[src/rtl/jtag_ir.sv]
// JTAG instruction register: capture/shift/update of the IR and a combinational
// decode of the latched instruction into the active data-register selects.
module jtag_ir #(
  parameter int                   IR_WIDTH  = 4,
  parameter logic [IR_WIDTH-1:0]  EXTEST_OP = IR_WIDTH'(4'b0000),
  parameter logic [IR_WIDTH-1:0]  SAMPLE_OP = IR_WIDTH'(4'b0001),
  parameter logic [IR_WIDTH-1:0]  IDCODE_OP = IR_WIDTH'(4'b0010),
  parameter logic [IR_WIDTH-1:0]  BYPASS_OP = '1
) (
  input  logic                TCK,
  input  logic                TRST,
  input  logic                TDI,
  input  logic                ir_capture,
  input  logic                ir_shift,
  input  logic                ir_update,
  input  logic                test_reset,
  output logic                ir_tdo,
  output logic [IR_WIDTH-1:0] instr,
  output logic                sel_bypass,
  output logic                sel_idcode,
  output logic                sel_bsr,
  output logic                extest_mode,
  output logic                bad_op
);

  // Capture pattern: LSB 1, bit 1 0, rest zero.
  localparam logic [IR_WIDTH-1:0] CAP = IR_WIDTH'(2'b01);

  logic [IR_WIDTH-1:0] ir_sr;
  logic [IR_WIDTH-1:0] ir_q;

  // Update outranks capture/shift so a malformed strobe combination stays defined.
  always_ff @(posedge TCK) begin
    if (!TRST || test_reset) begin
      ir_sr <= CAP;
      ir_q  <= IDCODE_OP;
    end else if (ir_update) begin
      ir_q  <= ir_sr;
    end else if (ir_capture) begin
      ir_sr <= CAP;
    end else if (ir_shift) begin
      ir_sr <= {TDI, ir_sr[IR_WIDTH-1:1]};
    end
  end

  assign ir_tdo = ir_sr[0];
  assign instr  = ir_q;

  // Undefined opcodes fall back to BYPASS so exactly one select is always high.
  always_comb begin
    sel_bypass  = 1'b0;
    sel_idcode  = 1'b0;
    sel_bsr     = 1'b0;
    extest_mode = 1'b0;
    bad_op      = 1'b0;
    if (ir_q == IDCODE_OP) begin
      sel_idcode = 1'b1;
    end else if (ir_q == EXTEST_OP) begin
      sel_bsr     = 1'b1;
      extest_mode = 1'b1;
    end else if (ir_q == SAMPLE_OP) begin
      sel_bsr = 1'b1;
    end else if (ir_q == BYPASS_OP) begin
      sel_bypass = 1'b1;
    end else begin
      sel_bypass = 1'b1;
      bad_op     = 1'b1;
    end
  end

endmodule

[config.mk]
export PLATFORM = sky130hd
export DESIGN_NAME = jtag_ir
export DESIGN_NICKNAME = d
export VERILOG_FILES = /design/src/rtl/jtag_ir.sv
export SDC_FILE = /design/constraint.sdc
export NUM_CORES = 1
export LEC_CHECK = 0
export CAP_MARGIN = 30
export CORE_AREA = 4 4 41 43
export CTS_BUF_LIST = sky130_fd_sc_hd__clkbuf_8 sky130_fd_sc_hd__clkbuf_16
export DETAILED_ROUTE_END_ITERATION = 7
export DIE_AREA = 0 0 45 47
export GPL_TIMING_DRIVEN = 1
export PLACE_DENSITY = 0.55
export SLEW_MARGIN = 10
export SYNTH_ARGS = -nofsm -noshare
export SYNTH_HDL_FRONTEND = slang
export SYNTH_SLANG_ARGS = --single-unit
[constraint.sdc]
create_clock -name TCK -period 3 [get_ports TCK]
set_input_delay 0.45 -clock TCK [delete_from_list [all_inputs] [get_ports TCK]]
set_output_delay 0.45 -clock TCK [all_outputs]
set_load 0.01 [all_outputs]
==> results of run 1 <==
## Yosys cell counts
cell      count
dfxtp_1       8
mux2i_1       3
nor2_1        3
a211o_1       2
nand2b_1      2
nand3b_1      2
o32ai_1       2
and2_1        1
and2b_1       1
buf_6         1
inv_1         1
nand2b_2      1
nand4_1       1
nor3_1        1
nor4_1        1
nor4b_1       1
o21ba_2       1
o22ai_2       1
o32a_1        1
or3b_2        1
or3b_4        1
## logic make-up (layout without fill, tap and decap cells)
family          after synthesis  count (layout)  share of synthesized area
mux                           3               3                     0.0790
compound gates                7               7                      0.178
flops                         8               8                      0.421
simple gates                 16              16                      0.283
buf+inv                       2              20                     0.0395
## layout by cell type (no fill, tap or decap)
cell             instances
nor4b_1                  1
o22ai_2                  1
nor3_1                   1
dfxtp_1                  8
o32ai_1                  2
nor2_1                   3
and2b_1                  1
nand4_1                  1
a211o_1                  2
nand3b_1                 2
or3b_4                   1
nor4_1                   1
o32a_1                   1
nand2b_2                 1
o21ba_2                  1
clkbuf_8                 3
inv_1                    1
nand2b_1                 2
and2_1                   1
or3b_2                   1
mux2i_1                  3
clkdlybuf4s50_1         16
## final timing paths
kind | start | endpoint | cells past startpoint
worst max-delay path | instr[1] | bad_op | 3
worst min-delay path | ir_sr[1] | instr[1] | 1
worst max register to register | ir_sr[1] | ir_sr[0] | 2
worst min register to register | ir_sr[1] | instr[1] | 1
## stage by stage
stage                      util  std cells
final                     0.453         69
after global placement    0.421         66
after CTS                 0.453         69
after detailed placement  0.421         66
after floorplan               -         36
after global routing      0.453         69
## sequential cells by signal, indices dropped and copies added, names as in the netlist
name,flops
ir_sr,4
instr,4
## cell type report
class	instances	area [um2]
Tap cell	15	18.8
Timing Repair Buffer	16	160
Inverter	1	3.75
Sequential cell	8	160
Multi-Input combinational cell	26	205
Clock buffer	3	41.3
Fill cell	135	712
## where the power goes
part / leakage, nW / internal, mW / switching [mW]
logic: 0.130 / 0.0241 / 0.0142
registers: 0.0649 / 0.109 / 0.00239
clock network: 0.0216 / 0.0869 / 0.0427
## metal layers
layer / vias to the layer above / global-route usage
met5: - / 0
met4: 0 / 0.0702
met3: 2 / 0.0766
met2: 7 / 0.161
met1: 162 / 0.0849
li1: 174 / -
## worst max-delay path, delay by kind of cell, from the launching register on
family          cells  cell delay, ns
simple gates        1            0.16
flops               1            0.35
compound gates      1            0.31
buf+inv             1            0.47
==> results.cfg, run 1 <==
[clocking]
cts_resized = 0
htree_levels = 1
clkTransAtPathRegs_ns = 0.04
clock-sinks = 8
cts_tree = done
clk_latency_ns = 0.23
clockBufferDepth = 2
postCtsSetupRepairBufs = 0
root_buffer = clkbuf_8
hold_buffers = 0
cts_buffers = 3

[setup_path]
cp.required_ns = 2.55
path_cells = a211o_1, and2_1, clkdlybuf4s50_1
endpoint_kind = output port
critPathSlowestCell = clkdlybuf4s50_1
critPathLaunchType = flip-flop
worstSetupPathType = flip-flop to output port
r2r_slack_ns = 1.95
critical_path.max_stage_delay_ns = 0.47
arrival_ns = 1.52
crit_fanout = 7

[sta]
whs_ns = 0.498
worstMarginPinSlew_ns = 0.307
min_period_ns = 1.97
skew_ns = 0.00225
report.final.setup_viol = 0
fin_crit_sh = 0.657
rsz0062_at_grt = false
max-slew-margin-rel = 0.795
max_freq_mhz = 508
finalHoldViolCount = 0
finalMaxSlewViolations = 0
final.setup.tns_ns = 0
fin_ws_ns = 1.03

[synthesis]
ys_seq_area_frac = 0.421
avgSynthCellArea_um2 = 10.6
ys_ff_latch = 8
yosysWarnings = 0
syn_nets = 43
synth_cells = 36
synth_cell_type_count = 21
synth.cell_area_um2 = 380
synth.largest_area_cell = dfxtp_1
synthTopCellsByArea = dfxtp_1 (42%), mux2i_1 (7.9%), a211o_1 (4.6%)
synth_top_cell_area_share = 0.421

[drt]
m1WireLength_um = 329
dr.pass1.iters = 4
drt_iter0_drc = 3
vias = 345
met3_length_um = 63
via_per_inst = 5.00
antenna_left = 0
drc = 0
dr_wl_met2_um = 484
top_layer_used = met4
wl_um = 894
post_drt_wl_per_cell_um = 13.0

[placement]
io_buffers = 16
post-place-ws_ns = 1.19
placedInstanceArea_um2 = 548
dpl.hpwl_um = 708
routabilityCongestion = 0.817

[layout]
layout.nets = 63
diodes = 0
areaGrowthSynthToFinish_pct = 54.9
drive_gt1_frac = 0.148
finalInstanceArea_um2 = 589

[global_routing]
grt_max_degree = 9
overflow = 0
grt_first_pass_wirelength_mm = 1.41
grt_pass1_vias = 342
antenna_found_initial = 0
grt_usage = 0.0998

[floorplan]
pin_count = 17
start_util = 0.292
die-area_um2 = 2120
num_rows = 13
die_x_um = 45
die_h_um = 47
coreArea_um2 = 1300

[run]
max_cap_violations = 0

[power_and_ir_drop]
total_power_uw = 279
p_per_area_nw_per_um2 = 474
power.leakage_nw = 0.217
irDropWorstVdd_mv = 0.268

[outcome]
outcome = complete, no violations

[hold_path]
holdCritPathClass = flip-flop to flip-flop
(Power assumes the default switching activity.)
==> inputs of run 2 (changes only) <==
- clock period: 3 -> 1.9 ns (I/O delays scaled with it)
==> results of run 2 <==
The final DEF is identical to that of run 1. Status: complete, no violations.
Main changes from that run: setup slack after placement 1.19 ns -> 0.259 ns; setup slack after layout 1.03 ns -> 0.0954 ns; register-to-register setup slack 1.95 ns -> 0.85 ns; total power 0.279 mW -> 0.441 mW; worst IR drop on VDD 0.268 mV -> 0.422 mV
